$ cat config.mk
export PLATFORM = sky130hd
export DESIGN_NAME = capture_config_controller
export DESIGN_NICKNAME = d
export VERILOG_FILES = /design/src/rtl/capture_config_controller.sv
export SDC_FILE = /design/constraint.sdc
export NUM_CORES = 1
export LEC_CHECK = 0
export ABC_AREA = 1
export CORE_ASPECT_RATIO = 1.1
export CORE_MARGIN = 1.5
export CORE_UTILIZATION = 45
export CTS_CLUSTER_DIAMETER = 60
export DETAILED_ROUTE_END_ITERATION = 12
export GPL_TIMING_DRIVEN = 0
export PLACE_DENSITY = 0.77
export REMOVE_ABC_BUFFERS = 1
export SLEW_MARGIN = 20
export SYNTH_ARGS = -nofsm -noshare
export SYNTH_HDL_FRONTEND = slang
export SYNTH_SLANG_ARGS = --single-unit
$ cat constraint.sdc
create_clock -name clk -period 8.99 [get_ports clk]
set_input_delay 2.2475 -clock clk [delete_from_list [all_inputs] [get_ports clk]]
set_output_delay 2.2475 -clock clk [all_outputs]
set_load 0.01 [all_outputs]
$ cat src/rtl/capture_config_controller.sv
// Front-panel configuration controller for the logic analyzer: turns button levels
// into registered rate, channel and per-channel trigger settings, with rate auto-repeat.
module capture_config_controller #(
    parameter int N_CHANNELS       = 16,
    parameter int CLK_FREQ         = 50_000_000,
    parameter int PRESC_W          = 29,
    parameter int MAX_RATE_INDEX   = 20,
    parameter int RESET_RATE_INDEX = 0,
    parameter int HOLD_CYCLES      = 25_000_000,
    parameter int REPEAT_CYCLES    = 5_000_000,
    localparam int RW = $clog2(MAX_RATE_INDEX + 1),
    localparam int CW = $clog2(N_CHANNELS)
) (
    input  logic               clk,
    input  logic               rst,
    input  logic               faster,
    input  logic               slower,
    input  logic               chan_next,
    input  logic               chan_prev,
    input  logic               trig_toggle,
    input  logic               trig_clear,
    input  logic               lock,
    output logic [PRESC_W-1:0] PRESCALING_FACTOR,
    output logic [PRESC_W-1:0] SAMPLING_FREQUENCY,
    output logic [RW-1:0]      RATE_INDEX,
    output logic [CW-1:0]      SELECTED_CHANNEL,
    output logic [1:0]         TRIGGER_KIND [N_CHANNELS],
    output logic               CONFIG_CHANGED
);

    localparam int MAX_CNT = (HOLD_CYCLES > REPEAT_CYCLES) ? HOLD_CYCLES : REPEAT_CYCLES;
    localparam int CNT_W   = $clog2(MAX_CNT + 1);

    localparam logic [CNT_W-1:0]   HOLD_C  = CNT_W'(HOLD_CYCLES);
    localparam logic [CNT_W-1:0]   REP_C   = CNT_W'(REPEAT_CYCLES);
    localparam logic [RW-1:0]      MAX_IDX = RW'(MAX_RATE_INDEX);
    localparam logic [RW-1:0]      RST_IDX = RW'(RESET_RATE_INDEX);
    localparam logic [CW-1:0]      LAST_CH = CW'(N_CHANNELS - 1);
    localparam logic [PRESC_W-1:0] ONE     = PRESC_W'(1);
    localparam logic [PRESC_W-1:0] CLK_F   = PRESC_W'(CLK_FREQ);

    // Bit order: 0 faster, 1 slower, 2 chan_next, 3 chan_prev, 4 trig_toggle, 5 trig_clear.
    logic [5:0] btn;
    logic [5:0] btn_q;
    logic [5:0] press;

    // Per rate button: cycles since press (0 = idle) and whether the hold phase has ended.
    logic [CNT_W-1:0] rep_cnt [2];
    logic [1:0]       repeating;
    logic [1:0]       rep_fire;
    logic [1:0]       rate_step;

    logic [RW-1:0] idx_n;
    logic [CW-1:0] chan_n;
    logic [1:0]    trig_n [N_CHANNELS];
    logic          changed;

    assign btn   = {trig_clear, trig_toggle, chan_prev, chan_next, slower, faster};
    assign press = btn & ~btn_q & {6{~lock}};

    always_comb begin
        for (int i = 0; i < 2; i++) begin
            rep_fire[i]  = (rep_cnt[i] != '0) && btn[i] &&
                           (rep_cnt[i] == (repeating[i] ? REP_C : HOLD_C));
            rate_step[i] = ~lock & (press[i] | rep_fire[i]);
        end

        // Opposite rate steps in the same cycle cancel out.
        idx_n = RATE_INDEX;
        if (rate_step == 2'b01 && RATE_INDEX != '0)
            idx_n = RATE_INDEX - RW'(1);
        else if (rate_step == 2'b10 && RATE_INDEX != MAX_IDX)
            idx_n = RATE_INDEX + RW'(1);

        chan_n = SELECTED_CHANNEL;
        if (press[2] && !press[3])
            chan_n = (SELECTED_CHANNEL == LAST_CH) ? '0 : SELECTED_CHANNEL + CW'(1);
        else if (press[3] && !press[2])
            chan_n = (SELECTED_CHANNEL == '0) ? LAST_CH : SELECTED_CHANNEL - CW'(1);

        changed = (idx_n != RATE_INDEX) || (chan_n != SELECTED_CHANNEL);
        for (int i = 0; i < N_CHANNELS; i++) begin
            trig_n[i] = TRIGGER_KIND[i];
            if (press[5])
                trig_n[i] = 2'd0;
            else if (press[4] && SELECTED_CHANNEL == CW'(i))
                trig_n[i] = TRIGGER_KIND[i] + 2'd1;
            changed = changed || (trig_n[i] != TRIGGER_KIND[i]);
        end
    end

    always_ff @(posedge clk) begin
        btn_q <= btn;
        if (rst) begin
            RATE_INDEX         <= RST_IDX;
            PRESCALING_FACTOR  <= ONE << RST_IDX;
            SAMPLING_FREQUENCY <= CLK_F >> RST_IDX;
            SELECTED_CHANNEL   <= '0;
            for (int i = 0; i < N_CHANNELS; i++)
                TRIGGER_KIND[i] <= 2'd0;
            CONFIG_CHANGED     <= 1'b0;
            for (int i = 0; i < 2; i++)
                rep_cnt[i] <= '0;
            repeating          <= 2'b00;
        end else begin
            RATE_INDEX         <= idx_n;
            PRESCALING_FACTOR  <= ONE << idx_n;
            SAMPLING_FREQUENCY <= CLK_F >> idx_n;
            SELECTED_CHANNEL   <= chan_n;
            TRIGGER_KIND       <= trig_n;
            CONFIG_CHANGED     <= changed;
            for (int i = 0; i < 2; i++) begin
                if (lock || !btn[i] || press[i ^ 1]) begin
                    rep_cnt[i]   <= '0;
                    repeating[i] <= 1'b0;
                end else if (press[i]) begin
                    rep_cnt[i]   <= CNT_W'(1);
                    repeating[i] <= 1'b0;
                end else if (rep_cnt[i] != '0) begin
                    if (rep_fire[i]) begin
                        rep_cnt[i]   <= CNT_W'(1);
                        repeating[i] <= 1'b1;
                    end else begin
                        rep_cnt[i] <= rep_cnt[i] + CNT_W'(1);
                    end
                end
            end
        end
    end

endmodule
==> flow_metrics.env <==
export IMPL_viasPerCell=5.13
export IMPL_maxCapViolCount=0
export IMPL_r2r_setup_slack_ps=5840
export IMPL_grt_pass1_wl_microns=29600
export IMPL_drcViolationCount=0
export IMPL_clockBufferDepth=2
export IMPL_drt_wl_total_microns=17600
export IMPL_crit_required_ps=9040
export IMPL_vias=6632
export IMPL_row_count=49
export IMPL_period_minus_slack_ps=5030
export IMPL_synth_seq_area_share_pct=46.4
export IMPL_dr_pass1_iters=6
export IMPL_nets=1098
export IMPL_grt_max_degree=33
export IMPL_ys_warn_count=0
export IMPL_hpwl_microns=12500
export IMPL_netlist_cell_type_count=51
export IMPL_ant_nets=0
export IMPL_grt_overflow=0
export IMPL_syn_to_final_growth_pct=23.7
export IMPL_p_comb_share_pct=13.7
export IMPL_slew_headroom_pct=53.9
export IMPL_drive_above_1_share_pct=10.1
export IMPL_crit_arrival_ps=5080
export IMPL_finalMaxSlewViolations=0
export IMPL_postSynthAreaPerCell_sq_um=7.91
export IMPL_ios=109
export IMPL_drtIter0Drc=456
export IMPL_post_cts_resized=0
export IMPL_status="completed"
export IMPL_post_cts_buffers=0
export IMPL_worst_path_max_fanout=25
export IMPL_synthCells=970
export IMPL_synth_edf_count=50
export IMPL_initial_core_util_pct=46.5
export IMPL_hp_class="flip-flop to flip-flop"
export IMPL_critPathKind="primary input to flip-flop"
export IMPL_grt_usage_pct=20.3
export IMPL_wire_per_inst_microns=13.6
export IMPL_p_switching_mw=0.449
export IMPL_post_route_util_pct=57.6
export IMPL_clk_pin_slew_ps=60
export IMPL_seqPwrFrac_pct=44.2
export IMPL_swShare_pct=25.8
export IMPL_antenna_found_initial=0
export IMPL_dieArea_sq_mm=0.0178
export IMPL_cts_buffers=17
export IMPL_intPower_mw=1.29
export IMPL_setup_viol_count_final=0
export IMPL_startpoint_type="primary input"
export IMPL_grt_pass1_vias=6390
export IMPL_synth_async_sr_flop_share_pct=0
export IMPL_fill_cells=1451
export IMPL_grt_busiest_layer="met2"
export IMPL_setup_tns_ps=0
export IMPL_end_kind="flip-flop"
export IMPL_fmax_ghz=0.199
export IMPL_clk_latency_ps=420
export IMPL_core_area_sq_mm=0.0165
export IMPL_syn_area_sq_mm=0.00767
export IMPL_cts_tree="done"
export IMPL_met3_usage_pct=5.46
export IMPL_period_share_pct=56.0
export IMPL_cts_root_buf="clkbuf_16"
export IMPL_power_density_mw_per_mm2=183
export IMPL_htree_levels=4
export IMPL_multi_input_comb_area_sq_mm=0.00349
export IMPL_place_congestion=0.897
export IMPL_ir_worst_vdd_mv=0.153
export IMPL_pwr_share_clk_pct=42.1
export IMPL_yosys_most_used_dff="dfxtp_1"
export IMPL_worst_pin_slew_ps=691
export IMPL_use_met2_pct=33.6
export IMPL_grtUsageMet1_pct=25.7
export IMPL_fp_dieW_microns=128
export IMPL_p_leak_nw=3.81
export IMPL_finalHoldViolCount=0
export IMPL_die_h_microns=140
export IMPL_regArea_sq_mm=0.00356
export IMPL_numPortBuffers=105
export IMPL_clock_sinks=153
export IMPL_synth_seq_cells=153
export IMPL_ctsHoldBuffers=0
export IMPL_diodes=0
export IMPL_rsz0062_at_grt="false"
export IMPL_clock_skew_ps=12.1
-- through the flow --
step | setup WS [ps] | total power, mW | cell area, sq um | std cells | hold slack [ps]
after global routing | 3730 | 1.81 | 9500 | 1292 | 508
after floorplan | 4540 | 0.923 | 7550 | 952 | 445
final | 3960 | 1.74 | 9500 | 1292 | 484
after CTS | 3900 | 1.75 | 9480 | 1291 | 482
after detailed placement | 3480 | 1.02 | 8860 | 1261 | 471
after global placement | 3160 | 1.01 | 8850 | 1261 | 463
-- cells in the final DEF (no fill, tap or decap), types with 4 or more instances in the layout --
cell type | synthesis | layout
inv_2 | 15 | 15
nor3b_1 | 23 | 23
nor2_1 | 151 | 151
nand3_1 | 43 | 42
edfxtp_1 | 50 | 50
ha_1 | 12 | 12
or2_2 | 10 | 10
dfxtp_1 | 103 | 103
o21ai_1 | 5 | 5
nand4_1 | 21 | 21
nand2_1 | 179 | 177
nor2_2 | 10 | 10
nand3b_1 | 4 | 4
o21ai_0 | 24 | 24
nor4_1 | 15 | 15
clkbuf_16 | 0 | 20
nor3_1 | 37 | 37
nand2_2 | 12 | 14
o21a_1 | 6 | 6
a21oi_1 | 43 | 43
a211oi_1 | 5 | 5
clkdlybuf4s50_1 | 0 | 105
nand3_2 | 7 | 8
nand2_4 | 6 | 6
inv_1 | 118 | 118
xor2_1 | 22 | 22
-- power by group through the flow --
stage | Combinational, mW | Sequential, mW | Clock, mW
5_1_grt | 0.264 | 0.771 | 0.772
2_1_floorplan | 0.133 | 0.790 | 0
3_3_place_gp | 0.232 | 0.781 | 0
4_1_cts | 0.236 | 0.768 | 0.745
6_report | 0.238 | 0.768 | 0.733
3_5_place_dp | 0.234 | 0.782 | 0
-- registers in the layout, summed over array words and instances, names as in the netlist --
name	flops
repeating	2
PRESCALING_FACTOR	29
SAMPLING_FREQUENCY	24
TRIGGER_KIND	32
RATE_INDEX	5
CONFIG_CHANGED	1
rep_cnt	50
btn_q	6
SELECTED_CHANNEL	4
-- logic make-up after synthesis --
group	Yosys count	synth area share (%)
AO/OA/AOI/OAI	99	7.84
XOR/XNOR	23	2.62
adder cells (fa/ha/maj)	12	1.96
buffers and inverters	154	8.33
flip-flops	153	46.4
other	1	0.0489
AND/OR/NAND/NOR	528	32.8
-- metal layers --
metal,vias to the layer above,routed length (microns)
li1,3362,-
met1,3096,7780
met2,154,8500
met3,20,1040
met4,0,247
met5,-,0
-- Yosys cell counts, types with 2 or more instances --
library cell / instances / share of area [%]
nand2_4: 6 / 0.88
clkbuf_1: 8 / 0.39
nor3_1: 37 / 2.4
o21bai_1: 2 / 0.20
or2_2: 10 / 0.82
buf_4: 7 / 0.68
o21ai_1: 5 / 0.33
nand2_1: 179 / 8.8
nor2_2: 10 / 0.82
nor4_1: 15 / 1.2
buf_6: 3 / 0.44
nor2_1: 151 / 7.4
nand2_2: 12 / 0.98
a211oi_1: 5 / 0.49
and2_0: 2 / 0.16
nand3_4: 2 / 0.46
a21oi_4: 2 / 0.42
inv_1: 118 / 5.8
o21ai_0: 24 / 1.6
xor2_1: 22 / 2.5
inv_2: 15 / 0.73
a21oi_1: 43 / 2.8
o21ai_2: 2 / 0.23
ha_1: 12 / 2.0
nand3_1: 43 / 2.8
nand4_1: 21 / 1.7
nand3_2: 7 / 0.91
edfxtp_1: 50 / 20
nor2_4: 3 / 0.44
o21a_1: 6 / 0.59
nand3b_1: 4 / 0.39
nor3b_1: 23 / 2.2
dfxtp_1: 103 / 27
-- critical path, stage by stage --
cell	delay, ps
clkdlybuf4s50_1	550
inv_2	130
nand3_1	150
nand3_1	110
nor2_1	140
nand2_1	110
a31o_2	220
nor2_1	530
inv_2	320
nand3_2	550
-- layout make-up --
| type | instances | share of cell area (%) |
|---|---|---|
| Sequential cell | 153 | 37.5 |
| Multi-Input combinational cell | 665 | 36.8 |
| Timing Repair Buffer | 106 | 11.2 |
| Clock buffer | 23 | 5.71 |
| Inverter | 134 | 5.31 |
| Tap cell | 204 | 2.69 |
| Clock inverter | 7 | 0.791 |
-- worst paths after layout --
kind,from,endpoint,depth (start not counted)
setup / recovery,lock,rep_cnt[0][2]$_SDFFCE_PN0P_,10
hold / removal,btn_q[1]$_DFF_P_,repeating[1]$_SDFFE_PP0P_,2
setup reg to reg,rep_cnt[0][16]$_SDFFCE_PN0P_,rep_cnt[0][2]$_SDFFCE_PN0P_,7
hold reg to reg,btn_q[1]$_DFF_P_,repeating[1]$_SDFFE_PP0P_,2
No activity file was read; power rests on OpenSTA's default activity.
